[src/rtl/lsu_if.sv]
// Request/response and physical-memory signals of the load/store unit.
// The lsu side uses the slave modport; the execute stage or bench uses master.
interface lsu_if;
  logic        in_valid;
  logic        in_ready;
  logic [31:0] in_addr;
  logic [31:0] in_wdata;
  logic [2:0]  in_op;
  logic        in_wen;
  logic        out_valid;
  logic        out_ready;
  logic [31:0] out_rdata;
  logic        out_err;
  logic        mem_valid;
  logic [31:0] mem_raddr;
  logic [31:0] mem_waddr;
  logic [31:0] mem_wdata;
  logic [7:0]  mem_wmask;
  logic        mem_wen;
  logic [31:0] mem_rdata;

  modport slave (
    input  in_valid, in_addr, in_wdata, in_op, in_wen, out_ready, mem_rdata,
    output in_ready, out_valid, out_rdata, out_err,
    output mem_valid, mem_raddr, mem_waddr, mem_wdata, mem_wmask, mem_wen
  );

  modport master (
    output in_valid, in_addr, in_wdata, in_op, in_wen, out_ready, mem_rdata,
    input  in_ready, out_valid, out_rdata, out_err,
    input  mem_valid, mem_raddr, mem_waddr, mem_wdata, mem_wmask, mem_wen
  );
endinterface

[src/rtl/lsu.sv]
// Load/store unit: one request at a time, alignment/opcode checks, a single
// word-aligned memory access after LATENCY cycles, then an extended response.
module lsu #(
  parameter int unsigned LATENCY = 1
) (
  input logic  clock,
  input logic  reset,
  lsu_if.slave bus
);

  typedef enum logic [1:0] {StIdle, StWait, StDone} state_e;

  state_e      state_q;
  logic [31:0] addr_q;
  logic [31:0] wdata_q;
  logic [31:0] rdata_q;
  logic [2:0]  op_q;
  logic        wen_q;
  logic        err_q;
  logic [3:0]  cnt_q;

  logic [1:0]  off;
  logic        access;
  logic        req_bad;
  logic [31:0] word;
  logic [31:0] load_val;
  logic [3:0]  lane_mask;

  assign off    = addr_q[1:0];
  assign access = (state_q == StWait) && (cnt_q == 4'd0);

  // Legality of the incoming request, judged on its own address offset.
  always_comb begin
    req_bad = 1'b1;
    if (bus.in_wen) begin
      case (bus.in_op)
        3'b000:  req_bad = 1'b0;
        3'b001:  req_bad = bus.in_addr[0];
        3'b010:  req_bad = (bus.in_addr[1:0] != 2'b00);
        default: req_bad = 1'b1;
      endcase
    end else begin
      case (bus.in_op)
        3'b000, 3'b100: req_bad = 1'b0;
        3'b001, 3'b101: req_bad = bus.in_addr[0];
        3'b010:         req_bad = (bus.in_addr[1:0] != 2'b00);
        default:        req_bad = 1'b1;
      endcase
    end
  end

  always_comb begin
    word     = bus.mem_rdata >> {off, 3'b000};
    load_val = word;
    case (op_q)
      3'b000:  load_val = {{24{word[7]}}, word[7:0]};
      3'b100:  load_val = {24'h0, word[7:0]};
      3'b001:  load_val = {{16{word[15]}}, word[15:0]};
      3'b101:  load_val = {16'h0, word[15:0]};
      default: load_val = word;
    endcase
  end

  always_comb begin
    case (op_q[1:0])
      2'b00:   lane_mask = 4'b0001 << off;
      2'b01:   lane_mask = 4'b0011 << off;
      default: lane_mask = 4'b1111;
    endcase
  end

  always_ff @(posedge clock) begin
    if (reset) begin
      state_q <= StIdle;
      addr_q  <= '0;
      wdata_q <= '0;
      rdata_q <= '0;
      op_q    <= '0;
      wen_q   <= 1'b0;
      err_q   <= 1'b0;
      cnt_q   <= '0;
    end else begin
      unique case (state_q)
        StIdle: begin
          if (bus.in_valid) begin
            addr_q  <= bus.in_addr;
            wdata_q <= bus.in_wdata;
            op_q    <= bus.in_op;
            wen_q   <= bus.in_wen;
            err_q   <= req_bad;
            rdata_q <= '0;
            cnt_q   <= 4'(LATENCY - 1);
            state_q <= req_bad ? StDone : StWait;
          end
        end
        StWait: begin
          if (cnt_q == 4'd0) begin
            rdata_q <= wen_q ? 32'h0 : load_val;
            state_q <= StDone;
          end else begin
            cnt_q <= cnt_q - 4'd1;
          end
        end
        StDone: begin
          if (bus.out_ready) state_q <= StIdle;
        end
        default: state_q <= StIdle;
      endcase
    end
  end

  assign bus.in_ready  = (state_q == StIdle);
  assign bus.out_valid = (state_q == StDone);
  assign bus.out_rdata = rdata_q;
  assign bus.out_err   = err_q;
  assign bus.mem_valid = access;
  assign bus.mem_wen   = access && wen_q;
  assign bus.mem_raddr = {addr_q[31:2], 2'b00};
  assign bus.mem_waddr = {addr_q[31:2], 2'b00};
  assign bus.mem_wdata = wdata_q << {off, 3'b000};
  assign bus.mem_wmask = (access && wen_q) ? {4'b0000, lane_mask} : 8'h00;

endmodule

[src/flat_wrapper.sv]
// flat-port wrapper written by rule: the top's interface ports become plain ports
module lsu_flat 
#(
  parameter int unsigned LATENCY = 1
)
  (clock, reset, bus_in_valid, bus_in_addr, bus_in_wdata, bus_in_op, bus_in_wen, bus_out_ready, bus_mem_rdata, bus_in_ready, bus_out_valid, bus_out_rdata, bus_out_err, bus_mem_valid, bus_mem_raddr, bus_mem_waddr, bus_mem_wdata, bus_mem_wmask, bus_mem_wen);
  lsu_if bus_i ();
  input logic clock;
  input logic reset;
  input wire logic [$bits(bus_i.in_valid)-1:0] bus_in_valid;
  input wire logic [$bits(bus_i.in_addr)-1:0] bus_in_addr;
  input wire logic [$bits(bus_i.in_wdata)-1:0] bus_in_wdata;
  input wire logic [$bits(bus_i.in_op)-1:0] bus_in_op;
  input wire logic [$bits(bus_i.in_wen)-1:0] bus_in_wen;
  input wire logic [$bits(bus_i.out_ready)-1:0] bus_out_ready;
  input wire logic [$bits(bus_i.mem_rdata)-1:0] bus_mem_rdata;
  output wire logic [$bits(bus_i.in_ready)-1:0] bus_in_ready;
  output wire logic [$bits(bus_i.out_valid)-1:0] bus_out_valid;
  output wire logic [$bits(bus_i.out_rdata)-1:0] bus_out_rdata;
  output wire logic [$bits(bus_i.out_err)-1:0] bus_out_err;
  output wire logic [$bits(bus_i.mem_valid)-1:0] bus_mem_valid;
  output wire logic [$bits(bus_i.mem_raddr)-1:0] bus_mem_raddr;
  output wire logic [$bits(bus_i.mem_waddr)-1:0] bus_mem_waddr;
  output wire logic [$bits(bus_i.mem_wdata)-1:0] bus_mem_wdata;
  output wire logic [$bits(bus_i.mem_wmask)-1:0] bus_mem_wmask;
  output wire logic [$bits(bus_i.mem_wen)-1:0] bus_mem_wen;
  assign bus_i.in_valid = bus_in_valid;
  assign bus_i.in_addr = bus_in_addr;
  assign bus_i.in_wdata = bus_in_wdata;
  assign bus_i.in_op = bus_in_op;
  assign bus_i.in_wen = bus_in_wen;
  assign bus_i.out_ready = bus_out_ready;
  assign bus_i.mem_rdata = bus_mem_rdata;
  assign bus_in_ready = bus_i.in_ready;
  assign bus_out_valid = bus_i.out_valid;
  assign bus_out_rdata = bus_i.out_rdata;
  assign bus_out_err = bus_i.out_err;
  assign bus_mem_valid = bus_i.mem_valid;
  assign bus_mem_raddr = bus_i.mem_raddr;
  assign bus_mem_waddr = bus_i.mem_waddr;
  assign bus_mem_wdata = bus_i.mem_wdata;
  assign bus_mem_wmask = bus_i.mem_wmask;
  assign bus_mem_wen = bus_i.mem_wen;
  lsu #(.LATENCY(LATENCY)) u_core (.clock(clock), .reset(reset), .bus(bus_i));
endmodule
[config.mk]
export PLATFORM = sky130hd
export DESIGN_NAME = lsu_flat
export DESIGN_NICKNAME = d
export VERILOG_FILES = /design/src/rtl/lsu_if.sv /design/src/rtl/lsu.sv /design/src/flat_wrapper.sv
export SDC_FILE = /design/constraint.sdc
export NUM_CORES = 1
export LEC_CHECK = 0
export CORE_ASPECT_RATIO = 1.5
export CORE_MARGIN = 5
export CORE_UTILIZATION = 40
export DETAILED_ROUTE_END_ITERATION = 10
export PLACE_DENSITY = 0.83
export SETUP_SLACK_MARGIN = 0.4
export SYNTH_ARGS = -nofsm -noshare
export SYNTH_HDL_FRONTEND = slang
export SYNTH_SLANG_ARGS = --single-unit
[constraint.sdc]
create_clock -name clock -period 3.35 [get_ports clock]
set_clock_uncertainty 0.1 [all_clocks]
set_input_delay 1.005 -clock clock [delete_from_list [all_inputs] [get_ports clock]]
set_output_delay 1.005 -clock clock [all_outputs]
set_load 0.05 [all_outputs]
# After elaboration in Yosys (flattened, before gate mapping)
# Index checks and enable logic that the tools add are counted.
word_totals:
  register_bits: 107
  output_inout_bits: 141
  wordCells: 60
classes:
  n_addsub: 1
  n_eq_ne: 14
  n_shift: 4
  n_mux: 18
  reduce_logical: 15
ops:
  columns: ["cell", "n"]
  rows:
  - ["$pmux 32 s4", 1]
  - ["$mux 32", 3]
  - ["$pmux 32 s2", 1]
  - ["$shl 32x5->32", 1]
  - ["$shr 32x5->32", 1]
  - ["$pmux 4 s2", 2]
  - ["$eq 3x3->1 const B", 4]
  - ["$mux 4", 3]
  - ["$reduce_and 3->1", 3]
  - ["$mux 2", 4]
  - ["$ne 2x2->1 const B", 4]
  - ["$eq 3x1->1 const B", 2]
  - ["$logic_not 3->1", 2]
  - ["$pmux 1 s3", 2]
  - ["$pmux 2 s3", 1]
  - ["$eq 2x1->1 const B", 2]
  - ["$logic_not 2->1", 2]
  - ["$logic_not 4->1", 1]
  - ["$reduce_bool 2->1", 2]
  - ["$reduce_or 2->1", 2]
  - ["$shl 1x2->4 const A", 1]
  - ["$shl 2x2->4 const A", 1]
  - ["$sub 4x1->4 const B", 1]
  - ["$eq 3x2->1 const B", 1]
  - ["other kinds (4)", 5]

# Logic depth before layout (Yosys ltp)
logic_depth:
  word_depth: 7
  mapped_depth: 8
  ltp_nobuf: 6

# Worst setup path before layout
# OpenSTA, ideal clock, no wires.
synth_path:
  path_kind: "flip-flop to output port"
  from: "register u_core.cnt_q[0]"
  to: "output bus_mem_wmask[2]"
  arrival_ns: 2.430
  slack_ns: -0.185
  path_stages_with_launch: 7
  path_buffers: 0
  cell_sequence: "dfxtp_1 > inv_1 > ha_1 > or3b_4 > nor2_2 > nand2_1 > a21oi_1"
synth_between:
  elab_chain_cells: 4
synth_rtl:
  columns: ["item", "line", "rtl"]
  rows:
  - ["start: declaration", "lsu.sv:20", "logic [3:0] cnt_q;"]
  - ["start signal: assignment", "lsu.sv:92", "cnt_q <= 4'(LATENCY - 1);"]
  - ["start signal: assignment", "lsu.sv:101", "cnt_q <= cnt_q - 4'd1;"]
  - ["$logic_not 4->1", "lsu.sv:30", "assign access = (state_q == StWait) && (cnt_q == 4'd0);"]
  - ["$logic_and 1x1->1", "lsu.sv:30", null]
  - ["via bus_mem_valid", "flat_wrapper.sv:21", "output wire logic [$bits(bus_i.mem_valid)-1:0] bus_mem_valid;"]
  - ["$logic_and 1x1->1", "lsu.sv:121", "assign bus.mem_wmask = (access && wen_q) ? {4'b0000, lane_mask} : 8'h00;"]
  - ["$mux 4", "lsu.sv:121", null]
  - ["end: declaration", "flat_wrapper.sv:25", "output wire logic [$bits(bus_i.mem_wmask)-1:0] bus_mem_wmask;"]
# The timed path passes the listed nets, and every way through them passes these cells.

# Worst setup path in the final report
layout_path:
  from: "register u_core.cnt_q[1]"
  to: "output bus_mem_wmask[2]"
layout_between:
  elab_chain_cells: 4
layout_rtl:
  columns: ["item", "line"]
  rows:
  - ["$logic_not 4->1", "lsu.sv:30"]
  - ["$logic_and 1x1->1", "lsu.sv:30"]
  - ["$logic_and 1x1->1", "lsu.sv:121"]
  - ["$mux 4", "lsu.sv:121"]
# No other way between the ends.

==> impl_metrics.ini <==
[yosys]
synthAdderAreaFrac_pct = 0.466
ys_seq_area_share_pct = 39.9
synth_cells = 662
synth_top_family_by_area = compound AO/OA/AOI/OAI gates
synth_compound_area_share_pct = 18.6
yosys.area_share.simple_pct = 18.5
synth_edf_count = 0
synth_xor_area_share_pct = 0.489
ys_ff_latch = 107
ys_types = 46
ys.warnings.count = 0
ys.flop_type = dfxtp_1
netlist.area_leader.share_pct = 39.9
async_reset_ff_share_pct = 0
yosysTopAreaCell = dfxtp_1
synth_area_um2 = 5370
syn_avg_cell_area_um2 = 8.11
synthMuxAreaShare_pct = 7.76
yosys-top-cells-area = dfxtp_1 40%, nand2_1 12%, buf_4 9.5%, a21oi_1 7.6%, mux2i_1 7.3%

[cts]
numCtsBuffers = 9
cts_root_buf = clkbuf_16
cts_buffer_depth = 2
clk_latency_ns = 0.35
numClockSinks = 107
holdBufCountCts = 0
cts_tree = done
cts.reportedPaths.clkPinSlew_ns = 0.08
cts.htree.levels = 3

[route]
drtPass1Iterations = 5
route.met2.wl_um = 8960
viasPerCell = 5.17
remaining_drc_errors = 0
initialDrtViolationCount = 203
maxUsedRoutingLayer = met4
wl_met3_um = 1180
wire_per_inst_um = 17.5
wl_um = 17300
wl_met1_um = 6570
ant_nets = 0
vias = 5106

[worst_setup_path]
worst-path-max-fanout = 5
path_cells = inv_2 -> ha_4 -> or3b_4 -> nor2_4 -> nand2_4 -> a21oi_4 -> buf_12
start_kind = register
r2r_start = u_core.addr_q[1]$_SDFFE_PP0P_
slowest_stage = or3b_4
cp-end-kind = output pin
cp_slowest_stage_delay_ns = 0.39
cp.required_ns = 2.24
crit_arrival_ns = 1.83
reg2reg_to = u_core.bus.out_rdata[26]$_SDFFE_PP0P_
path_class = reg2out
reg2reg_depth = 5
path_delay_family = simple AND/OR/NAND/NOR gates
ff2ff_setup_slack_ns = 0.94
cp_num_buf_inv = 2

[sta]
maxSlewViolCount = 0
hold_viol = 0
maxClockFrequency_ghz = 0.341
fin_setup_tns_ns = 0
rsz0062_at_grt = yes
layout_min_cycle_time_ns = 2.94
slew_headroom_pct = 38.4
holdWs_ns = 0.355
tightest_slew_ns = 0.924
fin_crit_sh_pct = 87.7
finalSetupViolCount = 0

[grt]
antenna_found_initial = 0
grt_pass1_vias = 5188
grt_pass1_wl_um = 27300
grt_usage_pct = 20.9
overflow = 0
grt_max_degree = 76

[min_path]
hold_depth = 2
min_from = u_core.wdata_q[29]$_SDFFE_PP0P_
worstHoldPathType = reg2reg
holdPathEnd = u_core.wdata_q[29]$_SDFFE_PP0P_

[pwr]
p_total_uw = 3590
p_per_area_nw_per_um2 = 450
leakage_uw = 0.00312
peakVddDrop_uv = 236

[final_layout]
nFillCells = 1154
syn_to_final_growth_pct = 48.2
layout_common_cells = 195 x clkdlybuf4s50_1, 164 x nand2_1, 103 x dfxtp_1
layout_commonest_cell = clkdlybuf4s50_1
finalNetCount = 927
drive_gt1_share_pct = 11.4
antennaDiodeCount = 0

[floorplan]
dieArea_um2 = 15900
core_um2 = 13300
initial_core_util_pct = 40.3
die_h_um = 152
die_w_um = 105
ios = 245
rows = 52

[run]
max_cap_viol_count = 0

[placement]
place.gp.congestion = 0.887
io_buffers = 236
place_hpwl_um = 12700

[run_status]
outcome = complete, no violations
## final cells by class
class | instances | area, um^2 | share of cell area, %
multi-input combinational | 435 | 2570 | 32.3
clock inverter | 6 | 56.3 | 0.707
inverter | 14 | 52.6 | 0.660
timing repair buffer | 254 | 2700 | 33.9
clock buffer | 10 | 229 | 2.88
sequential | 107 | 2150 | 27.0
tap | 162 | 203 | 2.55
## synth_stat cells, types with 3 or more instances
master	instances
buf_2	12
nor2_1	26
inv_1	13
buf_4	68
nand3_1	4
a221o_1	9
and2_1	10
xor2_1	3
dfxtp_1	107
a211oi_1	9
mux2i_1	39
a211o_1	8
nor3_1	4
a21oi_1	82
clkbuf_1	26
o21ai_0	10
nand2_1	166
nor2b_1	10
o221ai_1	8
a22o_1	8
buf_1	5
a32o_1	7
## worst register-to-register path, stage by stage (launching register included)
cell and delay [ns]:
dfxtp_4 0.53, buf_6 0.30, mux2_4 0.24, a32oi_2 0.07
a2111oi_4 0.90, a221o_1 0.22
## layer usage
metal / GRT usage (%) / vias up
li1: - / 2488
met5: 0 / -
met1: 23.0 / 2397
met3: 4.97 / 30
met2: 37.9 / 191
met4: 9.14 / 0
## registers in the layout (all words and copies together) (netlist names)
| register | cells |
|---|---|
| u_core.bus.out_err | 1 |
| u_core.op_q | 3 |
| u_core.state_q | 2 |
| u_core.wdata_q | 32 |
| u_core.addr_q | 32 |
| u_core.cnt_q | 4 |
| u_core.wen_q | 1 |
| u_core.bus.out_rdata | 32 |
## worst max path at each step
stage	depth (start not counted)	to	slack [ns]	from
2_1_floorplan	4	bus_mem_wdata[16]	0.29	u_core.addr_q[0]$_SDFFE_PP0P_
3_5_place_dp	5	u_core.bus.out_rdata[26]$_SDFFE_PP0P_	0.27	bus_mem_rdata[23]
5_1_grt	6	bus_mem_wmask[2]	0.32	u_core.addr_q[0]$_SDFFE_PP0P_
4_1_cts	7	bus_mem_wmask[2]	0.38	u_core.cnt_q[1]$_SDFFE_PP0P_
6_report	7	bus_mem_wmask[2]	0.41	u_core.cnt_q[1]$_SDFFE_PP0P_
3_3_place_gp	5	u_core.bus.out_rdata[28]$_SDFFE_PP0P_	0.37	bus_mem_rdata[23]
## logic make-up (layout without fill, tap and decap cells)
| kind of cell | Yosys count | count (layout) |
|---|---|---|
| compound gates | 150 | 150 |
| xor+xnor | 3 | 3 |
| fa+ha+maj | 2 | 2 |
| buf+inv | 127 | 284 |
| flops | 107 | 107 |
| mux | 41 | 41 |
| other cells | 1 | 8 |
| simple gates | 231 | 231 |
## where the power goes
part           internal [uW]  switching [uW]  total, uW
Combinational            427             697       1120
Clock                    523             526       1050
Sequential              1340            71.0       1410
## what timing repair did
action,4_1_cts,5_1_grt
hold endpoints to repair,0,0
setup buffers,5,1
pin swaps,2,3
setup endpoints to repair,27,11
resized for setup,15,4
## through the flow
step                      util [%]  cell area [um^2]  setup slack [ns]  instances
after detailed placement      56.9              7580             0.267        966
after floorplan                  -              5440             0.287        669
after global placement        56.9              7580             0.373        966
after global routing          59.7              7960             0.320        988
after CTS                     59.5              7940             0.382        987
final                         59.7              7960             0.414        988
Note: power is estimated with default switching activity, not from simulation.
